==> config.mk <==
export PLATFORM = sky130hd
export DESIGN_NAME = wb_pipe_reg_flat
export DESIGN_NICKNAME = d
export VERILOG_FILES = /design/src/rtl/wb_pipe_reg_pkg.sv /design/src/rtl/wb_pipe_reg_if.sv /design/src/rtl/wb_pipe_reg_stage.sv /design/src/rtl/wb_pipe_reg.sv /design/src/flat_wrapper.sv
export SDC_FILE = /design/constraint.sdc
export NUM_CORES = 1
export LEC_CHECK = 0
export ABC_AREA = 0
export CAP_MARGIN = 5
export CORE_ASPECT_RATIO = 1.2
export CORE_MARGIN = 3
export CORE_UTILIZATION = 40
export CTS_CLUSTER_DIAMETER = 30
export CTS_CLUSTER_SIZE = 20
export DETAILED_ROUTE_END_ITERATION = 10
export GPL_ROUTABILITY_DRIVEN = 0
export PLACE_DENSITY = 0.8
export SLEW_MARGIN = 20
export SYNTH_ARGS = -nofsm -noshare
export SYNTH_HDL_FRONTEND = slang
export SYNTH_SLANG_ARGS = --single-unit
==> constraint.sdc <==
create_clock -name clk -period 3.5 [get_ports clk]
set_input_delay 0.875 -clock clk [delete_from_list [all_inputs] [get_ports clk]]
set_output_delay 0.875 -clock clk [all_outputs]
set_load 0.02 [all_outputs]
==> src/rtl/wb_pipe_reg_pkg.sv <==
// Shared types and constants for the MEM->WB pipeline register.
// The package is mips_pipe_pkg and is imported by wb_pipe_stage and wb_pipe_reg.
package mips_pipe_pkg;

  localparam int WB_DATA_W  = 32;
  localparam int WB_REG_AW  = 5;
  localparam int STAGES_MAX = 4;

  // Zero register address bit; replicate it to the address width at the point of use.
  localparam logic REG_ZERO = 1'b0;

  // Writeback payload at the default widths.
  // wb_pipe_reg builds a field-identical copy at its configured widths.
  typedef struct packed {
    logic                 reg_write;
    logic                 mem_to_reg;
    logic [WB_DATA_W-1:0] read_data;
    logic [WB_DATA_W-1:0] alu_out;
    logic [WB_REG_AW-1:0] write_reg;
  } wb_payload_t;

endpackage

==> src/rtl/wb_pipe_reg_if.sv <==
// MEM->WB bus: handshake, payload in, writeback results out.
// The counter signals exist only when WB_PERF_CNT_EN is defined.
interface wb_pipe_reg_if #(
  parameter int DATA_W = 32,
  parameter int REG_AW = 5,
  parameter int CNT_W  = 16
);
  logic              stall_i;
  logic              flush_i;
  logic              valid_i;
  logic              reg_write_i;
  logic              mem_to_reg_i;
  logic [DATA_W-1:0] read_data_i;
  logic [DATA_W-1:0] alu_out_i;
  logic [REG_AW-1:0] write_reg_i;
  logic              valid_o;
  logic              reg_write_o;
  logic              mem_to_reg_o;
  logic [DATA_W-1:0] read_data_o;
  logic [DATA_W-1:0] alu_out_o;
  logic [REG_AW-1:0] write_reg_o;
  logic [DATA_W-1:0] result_o;
  logic              reg_write_hz_o;

  if (CNT_W < 1) begin : g_bad_cnt_w
    $error("wb_pipe_reg_if: CNT_W must be >= 1");
  end

`ifdef WB_PERF_CNT_EN
  logic [CNT_W-1:0]  stall_cnt_o;
  logic [CNT_W-1:0]  bubble_cnt_o;

  modport master (
    output stall_i, flush_i, valid_i, reg_write_i, mem_to_reg_i,
           read_data_i, alu_out_i, write_reg_i,
    input  valid_o, reg_write_o, mem_to_reg_o, read_data_o, alu_out_o,
           write_reg_o, result_o, reg_write_hz_o, stall_cnt_o, bubble_cnt_o
  );
  modport slave (
    input  stall_i, flush_i, valid_i, reg_write_i, mem_to_reg_i,
           read_data_i, alu_out_i, write_reg_i,
    output valid_o, reg_write_o, mem_to_reg_o, read_data_o, alu_out_o,
           write_reg_o, result_o, reg_write_hz_o, stall_cnt_o, bubble_cnt_o
  );
`else
  modport master (
    output stall_i, flush_i, valid_i, reg_write_i, mem_to_reg_i,
           read_data_i, alu_out_i, write_reg_i,
    input  valid_o, reg_write_o, mem_to_reg_o, read_data_o, alu_out_o,
           write_reg_o, result_o, reg_write_hz_o
  );
  modport slave (
    input  stall_i, flush_i, valid_i, reg_write_i, mem_to_reg_i,
           read_data_i, alu_out_i, write_reg_i,
    output valid_o, reg_write_o, mem_to_reg_o, read_data_o, alu_out_o,
           write_reg_o, result_o, reg_write_hz_o
  );
`endif

endinterface

==> src/rtl/wb_pipe_reg_stage.sv <==
// One MEM->WB stage: a valid bit plus payload, with hold, kill and load.
// A kill clears only the valid bit, so a stalled stage keeps its payload.
module wb_pipe_stage
  import mips_pipe_pkg::*;
#(
  parameter type PL_T = wb_payload_t
) (
  input  logic clk,
  input  logic rst_n,
  input  logic hold_i,
  input  logic kill_i,
  input  logic vld_d,
  input  PL_T  pl_d,
  output logic vld_q,
  output PL_T  pl_q
);

  // Stage register: a kill has priority over a hold, which has priority over a load.
  always_ff @(posedge clk or negedge rst_n) begin
    if (!rst_n) begin
      vld_q <= 1'b0;
      pl_q  <= '0;
    end else if (kill_i) begin
      vld_q <= 1'b0;
    end else if (!hold_i) begin
      vld_q <= vld_d;
      pl_q  <= pl_d;
    end
  end

endmodule

==> src/rtl/wb_pipe_reg.sv <==
// MEM->WB pipeline register: a chain of STAGES stages with stall, flush,
// suppression of writes to $0, and the writeback result mux.
// The optional stall/bubble counters are enabled by defining WB_PERF_CNT_EN.
module wb_pipe_reg
  import mips_pipe_pkg::*;
#(
  parameter int DATA_W = WB_DATA_W,
  parameter int REG_AW = WB_REG_AW,
  parameter int STAGES = 1,
  parameter int CNT_W  = 16
) (
  input  logic          clk,
  input  logic          rst_n,
  wb_pipe_reg_if.slave  bus
);

  // Same fields as wb_payload_t, sized to this instance's widths.
  typedef struct packed {
    logic              reg_write;
    logic              mem_to_reg;
    logic [DATA_W-1:0] read_data;
    logic [DATA_W-1:0] alu_out;
    logic [REG_AW-1:0] write_reg;
  } pl_t;

  localparam logic [REG_AW-1:0] WR_ZERO = {REG_AW{REG_ZERO}};

  if (STAGES < 1 || STAGES > STAGES_MAX) begin : g_bad_stages
    $error("wb_pipe_reg: STAGES must be 1..%0d", STAGES_MAX);
  end

  logic [STAGES:0] vld_pipe;
  pl_t             pl_pipe [STAGES:0];
  pl_t             fin;

  // Stage-0 input. A flushed or invalid slot enters as a zero bubble.
  // RegWrite is gated here so that bubbles and writes to $0 never carry it.
  assign vld_pipe[0] = bus.valid_i & ~bus.flush_i;
  assign pl_pipe[0]  = vld_pipe[0] ?
    '{reg_write:  bus.reg_write_i & (bus.write_reg_i != WR_ZERO),
      mem_to_reg: bus.mem_to_reg_i,
      read_data:  bus.read_data_i,
      alu_out:    bus.alu_out_i,
      write_reg:  bus.write_reg_i} : '0;

  for (genvar k = 0; k < STAGES; k++) begin : g_stage
    wb_pipe_stage #(.PL_T(pl_t)) u_stage (
      .clk    (clk),
      .rst_n  (rst_n),
      .hold_i (bus.stall_i),
      .kill_i ((k == 0) && bus.stall_i && bus.flush_i),
      .vld_d  (vld_pipe[k]),
      .pl_d   (pl_pipe[k]),
      .vld_q  (vld_pipe[k+1]),
      .pl_q   (pl_pipe[k+1])
    );
  end

  assign fin                = pl_pipe[STAGES];
  assign bus.valid_o        = vld_pipe[STAGES];
  // Gate with valid once more, so a killed stage can never drive a write.
  assign bus.reg_write_o    = fin.reg_write & vld_pipe[STAGES];
  assign bus.reg_write_hz_o = fin.reg_write & vld_pipe[STAGES];
  assign bus.mem_to_reg_o   = fin.mem_to_reg;
  assign bus.read_data_o    = fin.read_data;
  assign bus.alu_out_o      = fin.alu_out;
  assign bus.write_reg_o    = fin.write_reg;
  assign bus.result_o       = fin.mem_to_reg ? fin.read_data : fin.alu_out;

`ifdef WB_PERF_CNT_EN
  logic [CNT_W-1:0] stall_cnt;
  logic [CNT_W-1:0] bubble_cnt;

  // Saturating counters for stall edges and for edges with an unstalled empty final stage.
  always_ff @(posedge clk or negedge rst_n) begin
    if (!rst_n) begin
      stall_cnt  <= '0;
      bubble_cnt <= '0;
    end else begin
      if (bus.stall_i && stall_cnt != '1)
        stall_cnt <= stall_cnt + CNT_W'(1);
      if (!vld_pipe[STAGES] && !bus.stall_i && bubble_cnt != '1)
        bubble_cnt <= bubble_cnt + CNT_W'(1);
    end
  end

  assign bus.stall_cnt_o  = stall_cnt;
  assign bus.bubble_cnt_o = bubble_cnt;
`else
  if (CNT_W < 1) begin : g_bad_cnt_w
    $error("wb_pipe_reg: CNT_W must be >= 1");
  end
`endif

endmodule

==> src/flat_wrapper.sv <==
// flat-port wrapper written by rule: the top's interface ports become plain ports
module wb_pipe_reg_flat import mips_pipe_pkg::*;
#(
  parameter int DATA_W = WB_DATA_W,
  parameter int REG_AW = WB_REG_AW,
  parameter int STAGES = 1,
  parameter int CNT_W  = 16
)
  (clk, rst_n, bus_stall_i, bus_flush_i, bus_valid_i, bus_reg_write_i, bus_mem_to_reg_i, bus_read_data_i, bus_alu_out_i, bus_write_reg_i, bus_valid_o, bus_reg_write_o, bus_mem_to_reg_o, bus_read_data_o, bus_alu_out_o, bus_write_reg_o, bus_result_o, bus_reg_write_hz_o);
  wb_pipe_reg_if #(.DATA_W(DATA_W), .REG_AW(REG_AW), .CNT_W(CNT_W)) bus_i ();
  input  logic clk;
  input  logic rst_n;
  input wire logic [$bits(bus_i.stall_i)-1:0] bus_stall_i;
  input wire logic [$bits(bus_i.flush_i)-1:0] bus_flush_i;
  input wire logic [$bits(bus_i.valid_i)-1:0] bus_valid_i;
  input wire logic [$bits(bus_i.reg_write_i)-1:0] bus_reg_write_i;
  input wire logic [$bits(bus_i.mem_to_reg_i)-1:0] bus_mem_to_reg_i;
  input wire logic [$bits(bus_i.read_data_i)-1:0] bus_read_data_i;
  input wire logic [$bits(bus_i.alu_out_i)-1:0] bus_alu_out_i;
  input wire logic [$bits(bus_i.write_reg_i)-1:0] bus_write_reg_i;
  output wire logic [$bits(bus_i.valid_o)-1:0] bus_valid_o;
  output wire logic [$bits(bus_i.reg_write_o)-1:0] bus_reg_write_o;
  output wire logic [$bits(bus_i.mem_to_reg_o)-1:0] bus_mem_to_reg_o;
  output wire logic [$bits(bus_i.read_data_o)-1:0] bus_read_data_o;
  output wire logic [$bits(bus_i.alu_out_o)-1:0] bus_alu_out_o;
  output wire logic [$bits(bus_i.write_reg_o)-1:0] bus_write_reg_o;
  output wire logic [$bits(bus_i.result_o)-1:0] bus_result_o;
  output wire logic [$bits(bus_i.reg_write_hz_o)-1:0] bus_reg_write_hz_o;
  assign bus_i.stall_i = bus_stall_i;
  assign bus_i.flush_i = bus_flush_i;
  assign bus_i.valid_i = bus_valid_i;
  assign bus_i.reg_write_i = bus_reg_write_i;
  assign bus_i.mem_to_reg_i = bus_mem_to_reg_i;
  assign bus_i.read_data_i = bus_read_data_i;
  assign bus_i.alu_out_i = bus_alu_out_i;
  assign bus_i.write_reg_i = bus_write_reg_i;
  assign bus_valid_o = bus_i.valid_o;
  assign bus_reg_write_o = bus_i.reg_write_o;
  assign bus_mem_to_reg_o = bus_i.mem_to_reg_o;
  assign bus_read_data_o = bus_i.read_data_o;
  assign bus_alu_out_o = bus_i.alu_out_o;
  assign bus_write_reg_o = bus_i.write_reg_o;
  assign bus_result_o = bus_i.result_o;
  assign bus_reg_write_hz_o = bus_i.reg_write_hz_o;
  wb_pipe_reg #(.DATA_W(DATA_W), .REG_AW(REG_AW), .STAGES(STAGES), .CNT_W(CNT_W)) u_core (.clk(clk), .rst_n(rst_n), .bus(bus_i));
endmodule
; ---- Word level (Yosys, flattened, before mapping)
; Index checks and enable logic that the tools add are counted.
[classes]
n_reduce_logical = 3
bitwise = 6
mux = 4
eq_ne = 1
[op_table]
columns = operator, n
row1 = 71-bit two-way mux, 1
row2 = 32-bit two-way mux, 1
row3 = 5-bit nonzero test, 1
row4 = 1-bit AND, 3
row5 = 1-bit NOT, 3
row6 = 1-bit two-way mux, 2
row7 = 2-bit by 1-bit inequality test with 1-bit output (second input constant), 1
row8 = 2-bit AND reduction, 1
row9 = 1-bit logical AND, 1
[word_totals]
out_inout_bits = 105
input_bits = 76
wordCells = 20
register_bits = 72

; ---- Depth between registers and ports, before layout
; Gate-level depths: netlist of the first run.
[depth]
word_depth = 4
ltp_mapped = 4
ltp_nobuf = 2

; ---- Cells and area by module
; Synthesis of the first run repeated with hierarchy kept, for this count alone.
[unflattened]
cells_unflattened = 273
area_unflattened_um2 = 3641.0
[by_module_without_submodules]
columns = module, n_inst, cells_each, area_each_um2, seq_area_each_um2
row1 = wb_pipe_stage, 1, 153, 2717.6, 1801.7
row2 = wb_pipe_reg, 1, 120, 923.4, 0.0

; ---- Worst setup path after synthesis of the first run
; No wires, ideal clock.
[synth_timing]
kind = register -> output
startpoint = reg u_core.g_stage[0].u_stage.pl_q[69] (netlist bit)
endpoint = out bus_result_o[10]
setup_slack_ps = 1425
arrival_ps = 1200
required_ps = 2625
n_path_buf = 2
path_stages_with_launch = 4
path_cell_list = dfrtp_1 buf_6 buf_2 mux2_2
[synth_between]
elab_chain_cells = 1
[synth_rtl]
columns = item, line
row1 = from (decl), wb_pipe_reg_stage.sv:15  ; output PL_T pl_q
row2 = from (signal assigned), wb_pipe_reg_stage.sv:27  ; pl_q <= pl_d;
row3 = 32-bit two-way mux, wb_pipe_reg.sv:68  ; assign bus.result_o = fin.mem_to_reg ? fin.read_data : fin.alu_out;
row4 = to (decl), flat_wrapper.sv:27  ; output wire logic [$bits(bus_i.result_o)-1:0] bus_result_o;
; No other way between the ends.

; ---- Worst setup path in the final report of the first run
[layout_timing]
startpoint = reg u_core.g_stage[0].u_stage.pl_q[69] (netlist bit)
endpoint = out bus_result_o[31]
; Same word-level chain as after synthesis.

==> flow_summary.yaml, run 1 <==
placement:
  dp_hpwl_um: 6350
  dp_slack_ns: 0.723
  io_buffers: 180
  placed_area_sq_mm: 0.00490
critical_path:
  critPathKind: "flip-flop to output port"
  reg2reg_slack_ns: 2.47
  r2r-end: "u_core.g_stage[0].u_stage.pl_q[69]"
  crit_fanout: 34
  critPathCapture: "bus_result_o[31]"
  cp.arrival_ns: 2.04
  cp-startpoint: "u_core.g_stage[0].u_stage.pl_q[69]"
  r2r-start: "u_core.g_stage[0].u_stage.pl_q[69]"
  reg2reg_depth: 2
  worstSetupEndpointType: "output port"
  crit_path_start_kind: "flip-flop"
  critPathRequiredTime_ns: 2.62
power:
  ir_worst_vdd_uv: 222
  power_leakage_nw: 2.23
  total_power_mw: 2.08
  power.density_mw_per_mm2: 406
  power.internal_mw: 1.54
  pwr-share-seq: 0.441
  netSwitchingFraction: 0.258
  combPwrFrac: 0.220
  power.switching_mw: 0.535
  clkPwrFrac: 0.339
synthesis:
  synth_flop_cell: "dfrtp_1"
  ys_async_sr_fraction: 1.00
  yosysSeqAreaShare: 0.498
  syn-num-nets: 348
  netlist_instances: 272
  synth_edf_count: 0
  synth_seq_cells: 72
  syn_area_sq_mm: 0.00362
  syn_area_per_cell_sq_um: 13.3
  ys_warn_count: 0
  ys_types: 17
clocking:
  clockBufferDepth: 2
  clkSinkCount: 72
  h-tree-depth: 3
  cts_buffers: 9
  hold_buffers: 0
  ctsResizeCount: 0
  cts_setup_buffers: 0
  clkLatencyLatePin_ns: 0.34
  cts_root_buf: "clkbuf_8"
  cts_tree: "built"
  clkTransAtPathRegs_ns: 0.07
detailed_routing:
  drtIter0Drc: 94
  via_per_inst: 5.02
  drt-total-wl_um: 8900
  route.detailed.drc: 0
  wire_per_inst_um: 17.8
  routed-via-count: 2510
  first_pass_iters: 4
  postRouteAntennaNets: 0
layout:
  finish.instance_area_sq_mm: 0.00512
  diodes: 0
  layout_commonest_cell: "clkdlybuf4s50_1"
  layout_common_cells: "178 x clkdlybuf4s50_1, 72 x dfrtp_1, 64 x a22o_2, 32 x mux2_2, 13 x clkbuf_8"
  layout-drive-gt1-share: 0.308
  area_growth_pct: 41.4
  nNetsFinal: 454
floorplan:
  start_util: 0.416
  die_h_um: 110
  fp.dieW_um: 92.8
  num_io_pins: 181
  die_area_sq_mm: 0.0102
  core_sq_mm: 0.00870
  std_cell_rows: 37
timing:
  fin_crit_sh: 0.832
  fin_setup_tns_ns: 0
  period_needed_ns: 2.91
  finalSetupViolCount: 0
  hold-worst-slack_ns: 0.514
  fin_skew_ns: 0
  layout_setup_ws_ns: 0.586
  worst_pin_slew_ns: 0.892
  slew_headroom: 0.406
  fmax_ghz: 0.343
  slew_violations: 0
  rsz0062_at_grt: "false"
  final_hold_viol_count: 0
global_route:
  antenna_found_initial: 0
  grt_max_degree: 75
  grt_pass1_vias: 2577
  grt_first_pass_wirelength_um: 13800
  grt-ovfl-total: 0
  grt_usage: 0.175
job:
  drv_cap: 0
worst_hold_path:
  whs_path_depth: 1
  hp-class: "flip-flop to flip-flop"
run_status:
  status: "finished clean"
-- metrics by stage --
stage | util | std cells
6_report | 0.588 | 500
5_1_grt | 0.588 | 500
4_1_cts | 0.588 | 500
3_5_place_dp | 0.563 | 484
3_3_place_gp | 0.563 | 484
2_1_floorplan | - | 272
-- cell usage after synthesis, types with 6 or more instances --
| cell type | n | area (sq um) |
|---|---|---|
| mux2_2 | 32 | 360 |
| a22o_2 | 64 | 641 |
| buf_6 | 11 | 124 |
| dfrtp_1 | 72 | 1800 |
| buf_2 | 6 | 30.0 |
| a22o_1 | 6 | 52.6 |
| buf_4 | 71 | 533 |
-- flip-flops by register name (all words and copies together) (netlist names) --
signal,count
u_core.g_stage.u_stage.pl_q,71
u_core.g_stage.u_stage.vld_q,1
-- power by group through the flow --
stage / Combinational, mW / Sequential [mW] / Clock (mW)
final: 0.457 / 0.915 / 0.704
after global routing: 0.484 / 0.923 / 0.761
after CTS: 0.463 / 0.916 / 0.726
after detailed placement: 0.462 / 0.931 / 0
after global placement: 0.455 / 0.930 / 0
after floorplan: 0.275 / 0.920 / 0
-- cell type report --
cell class,instances,area [sq um]
Clock buffer,14,183
Timing Repair Buffer,184,1820
Sequential cell,72,1800
Fill cell,749,3590
Clock inverter,2,35.0
Tap cell,117,146
Multi-Input combinational cell,111,1130
-- metal layers --
metal	wire (um)	GRT usage
met5	0	0
met3	671	0.0502
met4	176	0.0691
met2	4410	0.291
met1	3640	0.216
-- critical path: stages, from the launching register on --
cell and delay, ns:
dfrtp_1 0.32, buf_4 0.42, mux2_2 0.40, clkdlybuf4s50_1 0.55
-- worst min-delay path by stage --
| stage | start | end | slack [ns] |
|---|---|---|---|
| final | u_core.g_stage[0].u_stage.pl_q[3] | u_core.g_stage[0].u_stage.pl_q[3] | 0.51 |
| after global routing | u_core.g_stage[0].u_stage.pl_q[3] | u_core.g_stage[0].u_stage.pl_q[3] | 0.54 |
| after CTS | u_core.g_stage[0].u_stage.pl_q[3] | u_core.g_stage[0].u_stage.pl_q[3] | 0.52 |
| after detailed placement | u_core.g_stage[0].u_stage.pl_q[3] | u_core.g_stage[0].u_stage.pl_q[3] | 0.50 |
| after global placement | u_core.g_stage[0].u_stage.pl_q[2] | u_core.g_stage[0].u_stage.pl_q[2] | 0.49 |
| after floorplan | u_core.g_stage[0].u_stage.pl_q[1] | u_core.g_stage[0].u_stage.pl_q[1] | 0.48 |
-- logic make-up after synthesis --
group                  share of synthesized area
buffers and inverters                      0.191
AO/OA/AOI/OAI                              0.196
flip-flops                                 0.498
multiplexers                               0.102
AND/OR/NAND/NOR                           0.0135
(Power assumes the default switching activity.)
==> inputs of run 2 (changes only) <==
==> constraint.sdc (replaced) <==
create_clock -name clk -period 3 [get_ports clk]
set_input_delay 0.75 -clock clk [delete_from_list [all_inputs] [get_ports clk]]
set_output_delay 0.75 -clock clk [all_outputs]
set_load 0.02 [all_outputs]
==> run 2 against run 1 <==
  * Sequential cell count did not move
  * Via count shrank 0.60%
  * Non-clock buffer count did not move
  * Worst setup slack lost 0.20 ns
  * Clock power up 24%
  * Total power increased by 19%
  * Register-to-register slack got worse by 0.42 ns
  * Combinational power is 17% higher
  * Routed wire length is 0.11% higher
  * Count of clock-buffer cells in the layout is the same
  * Hold slack better by 0.0085 ns
  * Global-route usage decreased by 0.68 points
  * Critical endpoint unchanged
  * Largest cell class unchanged
==> flow_summary.yaml, run 2 (synthesis gave the netlist of run 1 again) <==
layout:
  layout_common_cells: "178 x clkdlybuf4s50_1, 72 x dfrtp_1, 64 x a22o_2, 32 x mux2_2, 12 x clkbuf_8"
  top_register: "u_core.g_stage.u_stage.pl_q"
  finish.instance_area_sq_mm: 0.00514
  area_growth_pct: 42.1
  diodes: 0
  utilization: 0.591
  layout-drive-gt1-share: 0.305
  largest_reg_flops: 71
  stdcell_count: 500
  layout_commonest_cell: "clkdlybuf4s50_1"
  fillers: 753
  largest_registers: "u_core.g_stage.u_stage.pl_q (71), u_core.g_stage.u_stage.vld_q (1)"
  nNetsFinal: 454
critical_path:
  reg2reg_depth: 2
  max_stage_delay_ns: 0.55
  cp.depth: 3
  crit_slowest_cell: "clkdlybuf4s50_1"
  reg2reg_slack_ns: 2.05
  r2r-end: "u_core.g_stage[0].u_stage.pl_q[69]"
  critPathCapture: "bus_result_o[31]"
  crit_family: "buffers and inverters"
  critPathRequiredTime_ns: 2.25
  worstSetupEndpointType: "output port"
  crit_path_start_kind: "flip-flop"
  cp.arrival_ns: 1.87
  critPathKind: "flip-flop to output port"
  cp-startpoint: "u_core.g_stage[0].u_stage.pl_q[69]"
  crit_buf_inv: 2
  crit_chain: "buf_12, mux2_2, clkdlybuf4s50_1"
  r2r-start: "u_core.g_stage[0].u_stage.pl_q[69]"
  crit_fanout: 34
placement:
  dp_hpwl_um: 6430
  dp_slack_ns: 0.355
  placed_area_sq_mm: 0.00491
  io_buffers: 180
  place_inst: 484
timing:
  worst_pin_slew_ns: 0.891
  finalSetupViolCount: 0
  hold-worst-slack_ns: 0.522
  fin_skew_ns: 0
  slew_violations: 0
  slew_headroom: 0.406
  fmax_ghz: 0.382
  fin_crit_sh: 0.872
  rsz0062_at_grt: "false"
  layout_setup_ws_ns: 0.383
  period_needed_ns: 2.62
  final_hold_viol_count: 0
  fin_setup_tns_ns: 0
power:
  ir_worst_vdd_uv: 210
  total_power_mw: 2.48
  power.density_mw_per_mm2: 481
  power_leakage_nw: 2.24
detailed_routing:
  routed-via-count: 2495
  route.detailed.drc: 0
  drt-total-wl_um: 8910
  via_per_inst: 4.99
  drtIter0Drc: 90
  wire_per_inst_um: 17.8
  first_pass_iters: 4
  postRouteAntennaNets: 0
global_route:
  use_met2: 0.290
  antenna_found_initial: 0
  grt_usage: 0.168
  grt_max_degree: 75
  gr-usage-met1: 0.208
  grtUsageMet3: 0.0380
  grt-ovfl-total: 0
  grt_first_pass_wirelength_um: 13400
  busiest_layer: "met2"
  grt_pass1_vias: 2551
run_status:
  status: "finished clean"
floorplan:
  fp.dieW_um: 92.8
  die_area_sq_mm: 0.0102
  core_sq_mm: 0.00870
  std_cell_rows: 37
  start_util: 0.416
  die_h_um: 110
  num_io_pins: 181
clocking:
  clockBufferDepth: 2
  cts_root_buf: "clkbuf_8"
  clkTransAtPathRegs_ns: 0.07
  h-tree-depth: 3
  clkSinkCount: 72
  ctsResizeCount: 0
  cts_tree: "built"
  cts_setup_buffers: 0
  cts_buffers: 9
  hold_buffers: 0
  clkLatencyLatePin_ns: 0.33
job:
  drv_cap: 0
worst_hold_path:
  hp-class: "flip-flop to flip-flop"
[run 2: worst min-delay path by stage]
stage / start / slack, ns / end / cells past startpoint
global route: u_core.g_stage[0].u_stage.pl_q[3] / 0.53 / u_core.g_stage[0].u_stage.pl_q[3] / 1
finish: u_core.g_stage[0].u_stage.pl_q[3] / 0.52 / u_core.g_stage[0].u_stage.pl_q[3] / 1
global placement: u_core.g_stage[0].u_stage.pl_q[2] / 0.49 / u_core.g_stage[0].u_stage.pl_q[2] / 1
CTS: u_core.g_stage[0].u_stage.pl_q[3] / 0.52 / u_core.g_stage[0].u_stage.pl_q[3] / 1
detailed placement: u_core.g_stage[0].u_stage.pl_q[3] / 0.50 / u_core.g_stage[0].u_stage.pl_q[3] / 1
floorplan: rst_n / 0.45 / u_core.g_stage[0].u_stage.pl_q[0] / 0
[run 2: area by class of cell]
cell class              count  area, sq um  share of cell area
repair buffers            184         1840               0.357
well taps                 117          146              0.0285
clock inverters             2         60.1              0.0117
multi-input cells         111         1130               0.219
clock buffers              14          173              0.0336
flip-flops and latches     72         1800               0.350
[run 2: report_power, final]
group          leakage (nW)  switching (mW)  total, mW  internal [mW]
clock network         0.117           0.335      0.873          0.538
registers             0.971          0.0445       1.07           1.02
logic                  1.15           0.233      0.536          0.302
[run 2: routing by layer]
layer	up-vias	wire length [um]	part of all wire
met3	9	603	0.068
met5	-	0	0
li1	1130	-	-
met1	1243	3720	0.42
met2	113	4480	0.50
met4	0	95	0.011
